===== config.mk =====
export PLATFORM = sky130hd
export DESIGN_NAME = letreiro_sequenciador
export DESIGN_NICKNAME = d
export VERILOG_FILES = /design/src/rtl/letreiro_sequenciador.sv
export SDC_FILE = /design/constraint.sdc
export NUM_CORES = 1
export LEC_CHECK = 0
export ABC_CLOCK_PERIOD_IN_PS = 2600
export CAP_MARGIN = 10
export CORE_MARGIN = 2
export CORE_UTILIZATION = 48
export DETAILED_ROUTE_END_ITERATION = 10
export PLACE_DENSITY = 0.74
export SLEW_MARGIN = 20
export SYNTH_ARGS = -nofsm -noshare
export SYNTH_HDL_FRONTEND = slang
export SYNTH_SLANG_ARGS = --single-unit

===== constraint.sdc =====
create_clock -name CLK -period 2.6 [get_ports CLK]
set_input_delay 0.39 -clock CLK [delete_from_list [all_inputs] [get_ports CLK]]
set_output_delay 0.39 -clock CLK [all_outputs]
set_load 0.01 [all_outputs]

===== src/rtl/letreiro_sequenciador.sv =====
// rtl/letreiro_sequenciador.sv - frame-aligned column scan and scroll scheduler for the 5x7 marquee
module letreiro_sequenciador #(
    parameter int SCAN_DIV        = 1000,
    parameter int GUARD           = 2,
    parameter int FRAMES_PER_STEP = 10
) (
    input  logic       CLK,
    input  logic       RST,
    input  logic       ch0,
    input  logic       ch1,
    output logic [2:0] col_idx,
    output logic [6:0] col_sel,
    output logic       blank,
    output logic       frame_start,
    output logic       step,
    output logic       dir,
    output logic       load,
    output logic [1:0] mode
);

    localparam int DW = $clog2(SCAN_DIV);
    localparam int FW = (FRAMES_PER_STEP > 1) ? $clog2(FRAMES_PER_STEP) : 1;

    localparam logic [DW-1:0] DCNT_LAST = DW'(SCAN_DIV - 1);
    localparam logic [DW-1:0] GUARD_V   = DW'(GUARD);
    localparam logic [FW-1:0] FCNT_LAST = FW'(FRAMES_PER_STEP - 1);

    typedef enum logic [1:0] {
        MODE_OFF    = 2'b00,
        MODE_LEFT   = 2'b01,
        MODE_RIGHT  = 2'b10,
        MODE_STATIC = 2'b11
    } mode_e;

    logic [1:0]    sync1_q, sync1_d;
    logic [1:0]    req_q, req_d;
    logic [DW-1:0] dcnt_q, dcnt_d;
    logic [2:0]    col_q, col_d;
    logic [6:0]    col_sel_q, col_sel_d;
    logic [FW-1:0] fcnt_q, fcnt_d;
    mode_e         mode_q, mode_d;
    logic          dir_q, dir_d;
    logic          blank_q, blank_d;
    logic          fs_q, fs_d;
    logic          step_q, step_d;
    logic          load_q, load_d;

    logic          dwell_end;
    logic          frame_end;
    logic          scrolling;
    logic [1:0]    next_mode_bits;

    // Next-state: dwell/column scan, frame-boundary mode decision, registered output decode
    always_comb begin
        sync1_d   = {ch1, ch0};
        req_d     = sync1_q;
        dcnt_d    = dcnt_q + 1'b1;
        col_d     = col_q;
        fcnt_d    = fcnt_q;
        mode_d    = mode_q;
        dir_d     = dir_q;
        fs_d      = 1'b0;
        step_d    = 1'b0;
        load_d    = 1'b0;

        dwell_end = (dcnt_q == DCNT_LAST);
        frame_end = dwell_end && (col_q == 3'd6);
        scrolling = (mode_q == MODE_LEFT) || (mode_q == MODE_RIGHT);

        if (dwell_end) begin
            dcnt_d = '0;
            col_d  = (col_q == 3'd6) ? 3'd0 : col_q + 3'd1;
        end

        // Mode, reload and scroll decisions only happen at the frame seam so no frame tears
        if (frame_end) begin
            fs_d = 1'b1;
            if (req_q != mode_q) begin
                mode_d = mode_e'(req_q);
                load_d = 1'b1;
                fcnt_d = '0;
            end else if (scrolling && (fcnt_q == FCNT_LAST)) begin
                step_d = 1'b1;
                fcnt_d = '0;
            end else begin
                fcnt_d = (fcnt_q == FCNT_LAST) ? '0 : fcnt_q + 1'b1;
            end
        end

        next_mode_bits = mode_d;
        if ((mode_d == MODE_LEFT) || (mode_d == MODE_RIGHT)) begin
            dir_d = next_mode_bits[1];
        end

        col_sel_d = 7'b0000001 << col_d;
        blank_d   = (dcnt_d < GUARD_V) || (mode_d == MODE_OFF);
    end

    // State register with synchronous active-high reset
    always_ff @(posedge CLK) begin
        if (RST) begin
            sync1_q   <= 2'b00;
            req_q     <= 2'b00;
            dcnt_q    <= '0;
            col_q     <= 3'd0;
            col_sel_q <= 7'b0000001;
            fcnt_q    <= '0;
            mode_q    <= MODE_OFF;
            dir_q     <= 1'b0;
            blank_q   <= 1'b1;
            fs_q      <= 1'b0;
            step_q    <= 1'b0;
            load_q    <= 1'b0;
        end else begin
            sync1_q   <= sync1_d;
            req_q     <= req_d;
            dcnt_q    <= dcnt_d;
            col_q     <= col_d;
            col_sel_q <= col_sel_d;
            fcnt_q    <= fcnt_d;
            mode_q    <= mode_d;
            dir_q     <= dir_d;
            blank_q   <= blank_d;
            fs_q      <= fs_d;
            step_q    <= step_d;
            load_q    <= load_d;
        end
    end

    assign col_idx     = col_q;
    assign col_sel     = col_sel_q;
    assign blank       = blank_q;
    assign frame_start = fs_q;
    assign step        = step_q;
    assign dir         = dir_q;
    assign load        = load_q;
    assign mode        = mode_q;

endmodule


* After elaboration in Yosys (flattened, before gate mapping)
Cells that the tools add are included.
** Word-level totals
- Register bits after elaboration :: 35
- Input bits :: 4
- Logic and storage cells :: 45
** Cells by class
- Mux-type cells :: 11
- $add $sub $neg :: 3
- $lt $le $gt $ge :: 1
- Bitwise operators :: 1
- Reductions and logical operators :: 8
- Eq/ne operators :: 8
- Shift operators :: 1
** Operators with widths (count)
- $mux W4 :: 3
- $add A10 B1 Y10 const B :: 1
- $eq A10 B10 Y1 const B :: 1
- $lt A10 B2 Y1 const B :: 1
- $mux W10 :: 1
- $shl A1 B3 Y7 const A :: 1
- $mux W3 :: 2
- $add A4 B1 Y4 const B :: 1
- $eq A2 B1 Y1 const B :: 2
- $eq A2 B2 Y1 const B :: 2
- $eq A4 B4 Y1 const B :: 1
- $mux W2 :: 2
- $add A3 B1 Y3 const B :: 1
- $eq A3 B3 Y1 const B :: 1
- $logic_or A1 B1 Y1 :: 3
- $mux W1 :: 3
- $reduce_or A3 Y1 :: 1
- $logic_and A1 B1 Y1 :: 2
- $logic_not A2 Y1 :: 1
- $ne A2 B2 Y1 :: 1
- $reduce_or A2 Y1 :: 1
- $not A1 Y1 :: 1

* Longest topological paths before layout
- Word-level depth :: 5
- Gate-level depth with buffers :: 9

* Least setup slack after synthesis
No wires, ideal clock.
- Path type :: flip-flop to flip-flop
- Start point :: register dcnt_q[0]
- End point :: register blank_q, in the netlist blank
- Data required time :: 2484 ps
- Setup slack :: 175 ps
- Period minus slack after synthesis :: 2425 ps
- Stages on the path, launching flop included :: 10
- Arrival time :: 2309 ps
- Path through :: dfxtp_1 > ha_1 > clkbuf_2 > nand4_1 > or4_4 > buf_6 > mux2i_1 > ha_1 > or3_1 > a31o_2
** Between the ends
- Word-level cells in the longest chain between the ends :: 5
- Elaborated cells on any way between the ends :: 8
** RTL lines
- start: declaration :: line 37 : logic [DW-1:0] dcnt_q, dcnt_d;
- start signal: assignment :: line 117 : dcnt_q <= dcnt_d;
- parallel branches: the longest is 4 deep, another holds $add A10 B1 Y10
- $logic_or A1 B1 Y1 * :: line 96 : blank_d = (dcnt_d < GUARD_V) || (mode_d == MODE_OFF);
- end signal: assignment :: line 123 : blank_q <= blank_d;
- end: declaration :: line 43 : logic blank_q, blank_d;
Mark *: on every way between the ends.
A chain may end at the register's enable or synchronous reset.

* Worst setup path in the final report
Ends and elaborated chain as after synthesis.

==> results_dict.tcl <==
set metrics [dict create \
    internal_power_mw 0.7616 \
    comb_power_share 0.037 \
    finalWorstSetupSlack_ns 0.1739 \
    ir_drop_v 0.0003752 \
    placementRows 20 \
    cts_tree "done" \
    hold_violations 0 \
    cap_violations 0 \
    max_stage_delay_ns 0.60 \
    placed_cells 227 \
    rsz0062_at_grt "false" \
    vias_per_cell 5.468 \
    p_total_mw 0.9832 \
    cts-root-buf "clkbuf_4" \
    slew_violations 0 \
    crit_fanout 10 \
    netlist_area_um2 1514 \
    route.detailed.drc 0 \
    crit_path_start_kind "register" \
    async_reset_ff_frac 0 \
    dieArea_um2 3619 \
    synth_flop_cell "dfxtp_1" \
    netlist.area_leader.share 0.4628 \
    seq_power_share 0.559 \
    clock-sinks 35 \
    die_x_um 60.16 \
    p_clk_frac 0.405 \
    core_um2 3028 \
    status "finished clean" \
    preCtsSetupSlack_ns 0.1909 \
    layout.nets 198 \
    grt_overflow 0 \
    grt_max_degree 32 \
    drtIter0Drc 30 \
    syn-num-nets 178 \
    min_path_cells 1 \
    clock_skew_ns 0.01100 \
    ys_seq_area_frac 0.4628 \
    leakage_nw 0.6244 \
    power.density_nw_per_um2 538.2 \
    drive_gt1_frac 0.09948 \
    hp-start "req_d[0]" \
    initial_core_util 0.5000 \
    hpwl_um 2155 \
    drt-pass1-iter-count 4 \
    fin_util 0.6033 \
    area_delta_synth_final_pct 20.66 \
    switching_share 0.2254 \
    fin_crit_sh 0.9331 \
    postCtsSetupBuffers 0 \
    antenna_found_initial 0 \
    cts_inserted_buffers 5 \
    ios 21 \
    groute.usage.overall 0.1956 \
    wl_um 3048 \
    die_h_um 60.16 \
    diodes 0 \
    synth_edf_count 0 \
    worst_setup_path_end_kind "register" \
    clk_path_buf_depth 2 \
    syn_inst 170 \
    ys_seq_elements 35 \
    cp_slowest_cell "or4_4" \
    crit_chain "ha_1, nand4_1, or4_4, mux2i_1, ha_1, or3_1, a31o_2" \
    critPathBufInv 0 \
    insertion_delay_ns 0.35 \
    min_period_ns 2.426 \
    cts_hold_buf 0 \
    cts_resized 0 \
    path_class "register to register" \
    slew_headroom 0.6704 \
    yosysWarnings 0 \
    reg2reg_depth 7 \
    fmax_mhz 412.2 \
    gp_congestion 0.8457 \
    final_cells 235 \
    final.setup.tns_ns 0 \
    min_to "req_q[0]" \
    yosys-top-cells-area "dfxtp_1, nor2_1, xnor2_1, a21oi_1, ha_1" \
    ctsHtreeMaxLevel 2 \
    io_buffers 20 \
    arrival_ns 2.68 \
    setup_viol 0 \
    power.net_switching_mw 0.2217 \
    wl_per_cell_um 12.97 \
    cp.required_ns 2.86 \
    via_count 1285 \
    post_synth.cell_area_avg_um2 8.906 \
    grt_pass1_vias 1229 \
    reg2reg_slack_ns 0.17 \
    crit_top_cell "ha_1" \
    holdCritPathClass "register to register" \
    worstMarginPinSlew_ns 0.4907 \
    nFillCells 272 \
    r2r-end "blank" \
    ant_nets 0 \
    worstReg2RegStart "dcnt_q[0]" \
    cts.reportedPaths.clkPinSlew_ns 0.12 \
    grt_pass1_wl_um 5202 \
    synth_area_leader_cell "dfxtp_1" \
    critPathTopFamily "simple AND/OR/NAND/NOR gates" \
    synth_cell_types 44 \
]
[kinds of logic (layout without fill, tap and decap cells)]
kind of cell	after synthesis	after routing	synth area share
mux	2	2	0.01322
simple gates	77	77	0.2794
fa+ha+maj	4	4	0.03306
buf+inv	14	35	0.04297
xor+xnor	9	9	0.05207
flops	35	35	0.4628
compound gates	29	29	0.1165
[sequential cells by signal, summed over array words and instances (netlist names)]
register and cells:
req_d 2, col_idx 3, dir 1, mode 2
fcnt_q 4, blank 1, step 1, req_q 2
load 1, col_sel 7, frame_start 1, dcnt_q 10
[placed cells by master (no fill, tap or decap), types with 2 or more instances in the layout]
cell type,count
o21ai_0,6
dfxtp_1,35
nor3_1,10
nor2_1,19
buf_4,4
o211ai_1,2
nor2b_1,5
inv_1,3
nand3_1,8
clkdlybuf4s50_1,20
a31oi_1,2
nand4b_1,2
clkbuf_4,5
xor2_1,2
mux2i_1,2
ha_1,4
nand3b_1,5
xnor2_1,7
nor4_1,2
nand2_1,12
a21oi_1,11
nor3b_1,2
[area by class of cell]
cell class / instances / area (µm²) / share of cell area
tap: 44 / 55.05 / 0.03014
clock inverter: 3 / 43.79 / 0.02397
inverter: 3 / 11.26 / 0.006164
sequential: 35 / 700.7 / 0.3836
timing repair buffer: 24 / 230.2 / 0.1260
clock buffer: 5 / 37.54 / 0.02055
multi-input combinational: 121 / 748.2 / 0.4096
[cell usage after synthesis (3+ instances only)]
cell type / n
nand2_1: 12
nand3b_1: 5
a21oi_1: 11
ha_1: 4
dfxtp_1: 35
inv_1: 3
clkbuf_1: 5
o21ai_0: 6
nor3_1: 10
xnor2_1: 7
nor2_1: 19
nand3_1: 8
nor2b_1: 5
[how the worst max path moves through the flow]
stage          startpoint  slack, ns    end  cells after the start
2_1_floorplan   dcnt_q[0]       0.18  blank                      9
3_3_place_gp    dcnt_q[0]       0.30  blank                      7
3_5_place_dp    dcnt_q[0]       0.19  blank                      7
4_1_cts         dcnt_q[0]       0.18  blank                      7
5_1_grt         dcnt_q[0]       0.05  blank                      7
6_report        dcnt_q[0]       0.17  blank                      7
[metrics by stage]
stage	hold WS, ns	area [µm²]
3_5_place_dp	0.4287	1745
4_1_cts	0.4562	1827
6_report	0.4502	1827
5_1_grt	0.4607	1827
3_3_place_gp	0.4199	1745
2_1_floorplan	0.4138	1514
[power by group through the flow]
stage | clock network [mW] | logic (mW) | registers, mW
after floorplan | 0 | 0.0259 | 0.559
after global placement | 0 | 0.0341 | 0.561
after detailed placement | 0 | 0.0355 | 0.561
after CTS | 0.403 | 0.0355 | 0.549
after global routing | 0.432 | 0.0402 | 0.551
final | 0.398 | 0.0361 | 0.549
[routing by layer]
metal / vias to the layer above / part of all wire / global-route usage
met5: - / 0 / 0
met2: 40 / 0.49 / 0.3214
li1: 633 / - / -
met4: 0 / 0.023 / 0.09841
met3: 9 / 0.069 / 0.08225
met1: 603 / 0.42 / 0.2147
[worst register-to-register path: cells and delay by family (launching register included)]
family / cells / cell delay [ns]
muxes: 1 / 0.19
and+or+nand+nor: 3 / 1.12
DFF: 1 / 0.41
AOI/OAI and AO/OA: 1 / 0.21
adders and majority gates: 2 / 0.41
Note: power is estimated with default switching activity, not from simulation.
